[config.mk]
export PLATFORM = sky130hd
export DESIGN_NAME = uart_bench_agent
export DESIGN_NICKNAME = d
export VERILOG_FILES = /design/src/rtl/uart_bench_pkg.sv /design/src/rtl/uart_bench_fifo.sv /design/src/rtl/uart_bench_agent.sv
export SDC_FILE = /design/constraint.sdc
export NUM_CORES = 1
export LEC_CHECK = 0
export CAP_MARGIN = 5
export CORE_ASPECT_RATIO = 1.75
export CORE_MARGIN = 2
export CORE_UTILIZATION = 40
export DETAILED_ROUTE_END_ITERATION = 8
export GPL_ROUTABILITY_DRIVEN = 1
export PLACE_DENSITY = 0.61
export SLEW_MARGIN = 20
export SYNTH_ARGS = -nofsm -noshare
export SYNTH_HDL_FRONTEND = slang
export SYNTH_SLANG_ARGS = --single-unit
[constraint.sdc]
create_clock -name clock -period 1.8 [get_ports clock]
set_input_delay 0.18 -clock clock [delete_from_list [all_inputs] [get_ports clock]]
set_output_delay 0.18 -clock clock [all_outputs]
set_load 0.03 [all_outputs]
[src/rtl/uart_bench_pkg.sv]
// Shared types and elaboration-time helpers for the bench-side UART agent.
// Holds the FSM state encoding, the RX FIFO entry layout and the parameter legality checks.
package uart_bench_pkg;

  localparam int MAX_DATA_BITS = 8;

  typedef enum logic [2:0] {
    IDLE,
    START,
    DATA,
    PARITY,
    STOP
  } uart_state_e;

  // Data is always stored at full width; bits above DATA_BITS stay zero.
  typedef struct packed {
    logic                     frame_err;
    logic                     parity_err;
    logic [MAX_DATA_BITS-1:0] data;
  } rx_entry_t;

  function automatic int frame_cycles(input int clk_div, input int data_bits,
                                      input int parity_en, input int stop_bits);
    return (1 + data_bits + parity_en + stop_bits) * clk_div;
  endfunction

  function automatic bit is_pow2(input int v);
    return (v > 0) && ((v & (v - 1)) == 0);
  endfunction

  function automatic bit params_legal(input int clk_div, input int data_bits,
                                      input int parity_en, input int parity_odd,
                                      input int stop_bits, input int rx_depth);
    return (clk_div >= 4) && ((clk_div % 2) == 0) &&
           (data_bits >= 5) && (data_bits <= MAX_DATA_BITS) &&
           (parity_en == 0 || parity_en == 1) &&
           (parity_odd == 0 || parity_odd == 1) &&
           (stop_bits == 1 || stop_bits == 2) &&
           (rx_depth >= 2) && is_pow2(rx_depth);
  endfunction

endpackage

[src/rtl/uart_bench_fifo.sv]
// Generic synchronous FIFO with occupancy counter; a push into a full FIFO is dropped
// and latches a sticky overflow flag, unless a pop in the same cycle frees the slot.
module uart_bench_fifo #(
  parameter int WIDTH = 8,
  parameter int DEPTH = 4
) (
  input  logic             clock,
  input  logic             reset,
  input  logic             push,
  input  logic [WIDTH-1:0] wdata,
  input  logic             pop,
  output logic [WIDTH-1:0] rdata,
  output logic             empty,
  output logic             full,
  output logic             overflow
);

  localparam int AW = $clog2(DEPTH);

  logic [WIDTH-1:0] mem [DEPTH];
  logic [AW-1:0]    wr_ptr;
  logic [AW-1:0]    rd_ptr;
  logic [AW:0]      count;
  logic             do_push;
  logic             do_pop;

  assign empty   = (count == '0);
  assign full    = (count == (AW + 1)'(DEPTH));
  assign do_pop  = pop && !empty;
  assign do_push = push && (!full || do_pop);
  assign rdata   = mem[rd_ptr];

  always_ff @(posedge clock) begin
    if (do_push) begin
      mem[wr_ptr] <= wdata;
    end
  end

  // Pointers wrap naturally because DEPTH is a power of two.
  always_ff @(posedge clock) begin
    if (reset) begin
      wr_ptr   <= '0;
      rd_ptr   <= '0;
      count    <= '0;
      overflow <= 1'b0;
    end else begin
      if (do_push) begin
        wr_ptr <= wr_ptr + 1'b1;
      end
      if (do_pop) begin
        rd_ptr <= rd_ptr + 1'b1;
      end
      case ({do_push, do_pop})
        2'b10:   count <= count + 1'b1;
        2'b01:   count <= count - 1'b1;
        default: count <= count;
      endcase
      if (push && !do_push) begin
        overflow <= 1'b1;
      end
    end
  end

endmodule

[src/rtl/uart_bench_agent.sv]
// Bench-side UART agent: serialises host bytes, deserialises the DUT's serial output
// into a flagged valid/ready stream, and keeps a free-running 64-bit cycle counter.
module uart_bench_agent
  import uart_bench_pkg::*;
#(
  parameter int CLK_DIV    = 16,
  parameter int DATA_BITS  = 8,
  parameter int PARITY_EN  = 0,
  parameter int PARITY_ODD = 0,
  parameter int STOP_BITS  = 1,
  parameter int RX_DEPTH   = 4
) (
  input  logic                 clock,
  input  logic                 reset,
  input  logic                 tx_valid,
  output logic                 tx_ready,
  input  logic [DATA_BITS-1:0] tx_data,
  output logic                 uart_txd,
  input  logic                 uart_rxd,
  output logic                 rx_valid,
  input  logic                 rx_ready,
  output logic [DATA_BITS-1:0] rx_data,
  output logic                 rx_parity_err,
  output logic                 rx_frame_err,
  output logic                 rx_overflow,
  output logic [63:0]          cycles,
  output logic                 busy
);

  localparam bit PARAMS_OK = params_legal(CLK_DIV, DATA_BITS, PARITY_EN, PARITY_ODD,
                                          STOP_BITS, RX_DEPTH);

  if (!PARAMS_OK) begin : g_bad_params
    $error("uart_bench_agent: illegal parameter combination");
  end

  localparam int       DIV_W     = $clog2(CLK_DIV);
  localparam logic [DIV_W-1:0] DIV_LAST  = DIV_W'(CLK_DIV - 1);
  localparam logic [DIV_W-1:0] HALF_LAST = DIV_W'(CLK_DIV / 2 - 1);
  localparam logic [2:0] BIT_LAST  = 3'(DATA_BITS - 1);
  localparam logic [2:0] STOP_LAST = 3'(STOP_BITS - 1);
  localparam logic       ODD_BIT   = 1'(PARITY_ODD);

  always_ff @(posedge clock) begin
    if (reset) begin
      cycles <= '0;
    end else begin
      cycles <= cycles + 64'd1;
    end
  end

  uart_state_e          tx_state;
  logic [DIV_W-1:0]     tx_div;
  logic [2:0]           tx_bit;
  logic [DATA_BITS-1:0] tx_shift;
  logic                 tx_par;
  logic                 tx_end;

  assign tx_end = (tx_div == DIV_LAST);

  // TX: the line and tx_ready are registered, so a handshake at one edge drives the
  // start bit right after it and tx_ready returns right after the last stop cycle.
  always_ff @(posedge clock) begin
    if (reset) begin
      tx_state <= IDLE;
      uart_txd <= 1'b1;
      tx_ready <= 1'b0;
      tx_div   <= '0;
      tx_bit   <= '0;
      tx_shift <= '0;
      tx_par   <= 1'b0;
    end else begin
      if (tx_state != IDLE) begin
        tx_div <= tx_end ? '0 : tx_div + 1'b1;
      end
      case (tx_state)
        IDLE: begin
          uart_txd <= 1'b1;
          tx_ready <= 1'b1;
          if (tx_valid && tx_ready) begin
            tx_state <= START;
            uart_txd <= 1'b0;
            tx_ready <= 1'b0;
            tx_shift <= tx_data;
            tx_par   <= (^tx_data) ^ ODD_BIT;
            tx_div   <= '0;
          end
        end
        START: begin
          if (tx_end) begin
            tx_state <= DATA;
            uart_txd <= tx_shift[0];
            tx_shift <= tx_shift >> 1;
            tx_bit   <= '0;
          end
        end
        DATA: begin
          if (tx_end) begin
            if (tx_bit == BIT_LAST) begin
              if (PARITY_EN != 0) begin
                tx_state <= PARITY;
                uart_txd <= tx_par;
              end else begin
                tx_state <= STOP;
                uart_txd <= 1'b1;
                tx_bit   <= '0;
              end
            end else begin
              tx_bit   <= tx_bit + 1'b1;
              uart_txd <= tx_shift[0];
              tx_shift <= tx_shift >> 1;
            end
          end
        end
        PARITY: begin
          if (tx_end) begin
            tx_state <= STOP;
            uart_txd <= 1'b1;
            tx_bit   <= '0;
          end
        end
        STOP: begin
          if (tx_end) begin
            if (tx_bit == STOP_LAST) begin
              tx_state <= IDLE;
              tx_ready <= 1'b1;
            end else begin
              tx_bit <= tx_bit + 1'b1;
            end
          end
        end
        default: begin
          tx_state <= IDLE;
          uart_txd <= 1'b1;
        end
      endcase
    end
  end

  logic rx_s1;
  logic rx_s2;
  logic rx_prev;

  always_ff @(posedge clock) begin
    if (reset) begin
      rx_s1   <= 1'b1;
      rx_s2   <= 1'b1;
      rx_prev <= 1'b1;
    end else begin
      rx_s1   <= uart_rxd;
      rx_s2   <= rx_s1;
      rx_prev <= rx_s2;
    end
  end

  uart_state_e              rx_state;
  logic [DIV_W-1:0]         rx_div;
  logic [2:0]               rx_bit;
  logic [MAX_DATA_BITS-1:0] rx_shift;
  logic                     rx_perr;
  logic                     rx_push;
  rx_entry_t                rx_entry;
  logic                     rx_end;

  assign rx_end = (rx_div == DIV_LAST);

  // RX: start is re-checked half a bit in to reject glitches, then every bit is
  // sampled mid-bit; the frame is pushed without waiting out the stop bit.
  always_ff @(posedge clock) begin
    if (reset) begin
      rx_state <= IDLE;
      rx_div   <= '0;
      rx_bit   <= '0;
      rx_shift <= '0;
      rx_perr  <= 1'b0;
      rx_push  <= 1'b0;
      rx_entry <= '0;
    end else begin
      rx_push <= 1'b0;
      if (rx_state != IDLE) begin
        rx_div <= rx_div + 1'b1;
      end
      case (rx_state)
        IDLE: begin
          if (rx_prev && !rx_s2) begin
            rx_state <= START;
            rx_div   <= '0;
            rx_shift <= '0;
            rx_perr  <= 1'b0;
          end
        end
        START: begin
          if (rx_div == HALF_LAST) begin
            rx_div   <= '0;
            rx_bit   <= '0;
            rx_state <= rx_s2 ? IDLE : DATA;
          end
        end
        DATA: begin
          if (rx_end) begin
            rx_div                    <= '0;
            rx_shift[DATA_BITS-1]     <= rx_s2;
            rx_shift[DATA_BITS-2:0]   <= rx_shift[DATA_BITS-1:1];
            if (rx_bit == BIT_LAST) begin
              rx_state <= (PARITY_EN != 0) ? PARITY : STOP;
            end else begin
              rx_bit <= rx_bit + 1'b1;
            end
          end
        end
        PARITY: begin
          if (rx_end) begin
            rx_div   <= '0;
            rx_perr  <= (^rx_shift) ^ ODD_BIT ^ rx_s2;
            rx_state <= STOP;
          end
        end
        STOP: begin
          if (rx_end) begin
            rx_div   <= '0;
            rx_push  <= 1'b1;
            rx_entry <= '{frame_err: ~rx_s2, parity_err: rx_perr, data: rx_shift};
            rx_state <= IDLE;
          end
        end
        default: begin
          rx_state <= IDLE;
        end
      endcase
    end
  end

  rx_entry_t rx_head;
  logic      fifo_empty;
  logic      fifo_full;

  uart_bench_fifo #(
    .WIDTH($bits(rx_entry_t)),
    .DEPTH(RX_DEPTH)
  ) u_rx_fifo (
    .clock   (clock),
    .reset   (reset),
    .push    (rx_push),
    .wdata   (rx_entry),
    .pop     (rx_ready),
    .rdata   (rx_head),
    .empty   (fifo_empty),
    .full    (fifo_full),
    .overflow(rx_overflow)
  );

  assign rx_valid      = !fifo_empty;
  assign rx_data       = rx_head.data[DATA_BITS-1:0];
  assign rx_parity_err = rx_head.parity_err;
  assign rx_frame_err  = rx_head.frame_err;

  assign busy = (tx_state != IDLE) || (rx_state != IDLE) || rx_push || !fifo_empty || fifo_full;

endmodule

==> impl_metrics.yaml <==
global_route:
  grtUsageTotal_pct: 20.22
  grt_pass1_wl_um: 32040
  grt_pass1_vias: 6760
  grt_antenna_before_repair: 0
  grt_start_max_net_pins: 125
  grt-ovfl-total: 0
critical_path:
  criticalPathCategory: "register to primary output"
  crit_required_ps: 1620
  r2r-end: "cycles[52]"
  critPathArrivalTime_ps: 1830
  start_kind: "register"
  endpoint: "busy"
  cp_slowest_cell: "or4_4"
  worst-path-max-fanout: 2
  rr_startpoint: "cycles[1]"
  path_cells: "or3_4, or4_4, buf_6"
  slowest_delay_ps: 530
  critPathLaunch: "rx_state[0]"
  rr_worst_depth: 6
  endpoint_kind: "primary output"
  r2r_slack_ps: -140
drt:
  drtAntennaViolNets: 0
  wl_per_cell_um: 16.02
  wl_um: 19790
  num_vias: 6609
  drc: 0
  drt_iter0_markers: 319
  first_pass_iters: 6
  drt-vias-per-instance: 5.351
timing:
  clock_skew_ps: 9.797
  drv_slew: 0
  finalHoldViolations: 0
  fmax_mhz: 497.3
  tns_ps: -1603
  rsz0062_at_grt: "yes"
  tightest_slew_ps: 638.6
  min_period_ps: 2011
  min_period_over_period_pct: 111.7
  setup_viol: 21
  relSlewSlack_pct: 57.43
  fin_ws_ps: -210.8
logic_synthesis:
  synth_area_um2: 7458
  ys_top_cells_by_area: "dfxtp_1 (34%), edfxtp_1 (16%), nor2_1 (5.0%)"
  synth_top_cells_by_count: "dfxtp_1 (127), nor2_1 (100), nand2_1 (53)"
  ys.flop_type: "dfxtp_1"
  synth_edf_count: 40
  ys_types: 56
  ys_warn_count: 0
  syn_area_per_cell_um2: 9.775
  synthArstFlopShare_pct: 0
  synth_nets: 789
  yosysSeqAreaShare_pct: 50.19
  synth.most_common_cell: "dfxtp_1"
  yosysTopAreaCellShare_pct: 34.09
  synth_cells: 763
  yosysTopAreaCell: "dfxtp_1"
  ys_ff_latch: 167
layout:
  syn_to_final_growth_pct: 47.39
  nets: 1010
  fin_cells: 1235
  ff_latch_area_um2: 3894
  multi_input_area_um2: 4015
  fillers: 1556
  final_cell_area_um2: 10990
  antenna_cells: 0
  layout-drive-gt1-share_pct: 36.01
  final_util_pct: 59.70
run_status:
  failed_checks: "setup timing"
  status: "finished, violations left"
power_and_ir_drop:
  power.leakage_nw: 4.380
  power_switching_mw: 2.440
  ir_drop_v: 0.0006160
  p_int_mw: 6.724
  clockPowerShare_pct: 40.3
  pwr_density_cell_nw_per_um2: 833.6
  seq_power_share_pct: 43.3
  switching_share_pct: 26.63
  comb_power_share_pct: 16.5
die:
  die_y_um: 184.6
  die_area_um2: 19800
  num_rows: 66
  start_util_pct: 40.50
  core-area_um2: 18420
  io_pins: 92
  die_w_um: 107.2
placement:
  placed_area_um2: 9522
  dp_cells: 1164
  dp_worst_setup_slack_ps: -354.2
  dpl.hpwl_um: 13560
  finalWeightedCongestion: 0.8808
  portBuffers: 91
clock_tree:
  clockRootBuffer: "clkbuf_16"
  cts_tree: "done"
  ctsHtreeMaxLevel: 4
  clkTransAtPathRegs_ps: 70
  clockBufferDepth: 2
  clock-sinks: 167
  cts_buffers: 17
  insertion_delay_ps: 430
job:
  drv_cap: 0
hold_path:
  min_path_type: "input pin to register"
## metal layers
layer | vias up | track usage, % | wire length [um]
li1 | 3191 | - | -
met2 | 140 | 38.33 | 11170
met5 | - | 0 | 0
met1 | 3237 | 21.60 | 7490
met4 | 0 | 8.364 | 498
met3 | 41 | 3.536 | 631
## kinds of logic (layout without fill, tap and decap cells)
logic type / count (synthesis) / in the layout / synth area share [%]
adders and majority gates: 13 / 13 / 2.281
xor gates and xnor gates: 51 / 51 / 6.173
AOI/OAI and AO/OA: 116 / 116 / 8.992
muxes: 28 / 28 / 5.435
buffers and inverters: 48 / 281 / 2.567
and+or+nand+nor: 340 / 341 / 24.36
DFF: 167 / 167 / 50.19
## how the worst min path moves through the flow
| stage | end | slack (ps) | depth (start not counted) | start |
|---|---|---|---|---|
| global route | rx_s1 | 300 | 2 | uart_rxd |
| detailed placement | rx_s2 | 400 | 1 | rx_s1 |
| global placement | rx_s2 | 410 | 1 | rx_s1 |
| floorplan | rx_s1 | 280 | 1 | uart_rxd |
| CTS | rx_s1 | 300 | 2 | uart_rxd |
| finish | rx_s1 | 300 | 2 | uart_rxd |
## worst max-delay path: cells and delay by family (launching register included)
kind	cells	cell delay (ps)
buf+inv	1	160
flops	1	340
simple gates	2	910
## through the flow
stage / power [mW] / hold slack, ps
CTS: 9.167 / 300.4
detailed placement: 5.352 / 401.4
floorplan: 4.814 / 283.8
global placement: 5.304 / 405.4
finish: 9.163 / 303.0
global route: 9.481 / 303.1
## final cells by class
type | count | share of cell area (%)
Tap cell | 238 | 2.709
Clock buffer | 18 | 3.904
Sequential cell | 167 | 35.42
Inverter | 15 | 0.5122
Clock inverter | 14 | 1.502
Multi-Input combinational cell | 549 | 36.52
Timing Repair Buffer | 234 | 19.43
## cell usage in the layout, fill, tap and decap left out, types with 16 or more instances in the layout
master           instances
buf_4                  122
nor2_1                  99
dfxtp_1                 69
clkdlybuf4s50_1         57
nand2_1                 51
edfxtp_1                40
a21oi_1                 34
dfxtp_4                 31
xnor2_1                 30
o21ai_0                 29
dfxtp_2                 27
buf_6                   27
nand3_1                 25
nand4_1                 23
xor2_1                  19
or3_1                   19
mux2i_1                 18
clkbuf_16               17
dlymetal6s2s_1          16
## state kept, by name, indices dropped and copies added (netlist names), 3 cells and up, named ones only
name / count
cycles: 64
rx_bit: 3
rx_div: 4
rx_entry: 10
rx_shift: 8
rx_state: 3
tx_bit: 3
tx_div: 4
tx_shift: 8
tx_state: 3
u_rx_fifo.count: 3
u_rx_fifo.mem: 40
## power by group through the flow
stage / clock (mW) / combinational, mW / sequential (mW)
after floorplan: 0 / 0.777 / 4.04
after global placement: 0 / 1.27 / 4.03
after detailed placement: 0 / 1.31 / 4.04
after CTS: 3.75 / 1.45 / 3.96
after global routing: 3.90 / 1.61 / 3.97
final: 3.69 / 1.51 / 3.97
## what timing repair did
action / in CTS / in global routing
pin swaps: 20 / 30
hold buffers: 1 / 0
buffers inserted: 20 / 17
gates resized for setup: 79 / 127
cloned: 1 / 1
endpoints found under the setup margin: 83 / 121
hold endpoints to repair: 1 / 0
No activity file was read; power rests on OpenSTA's default activity.
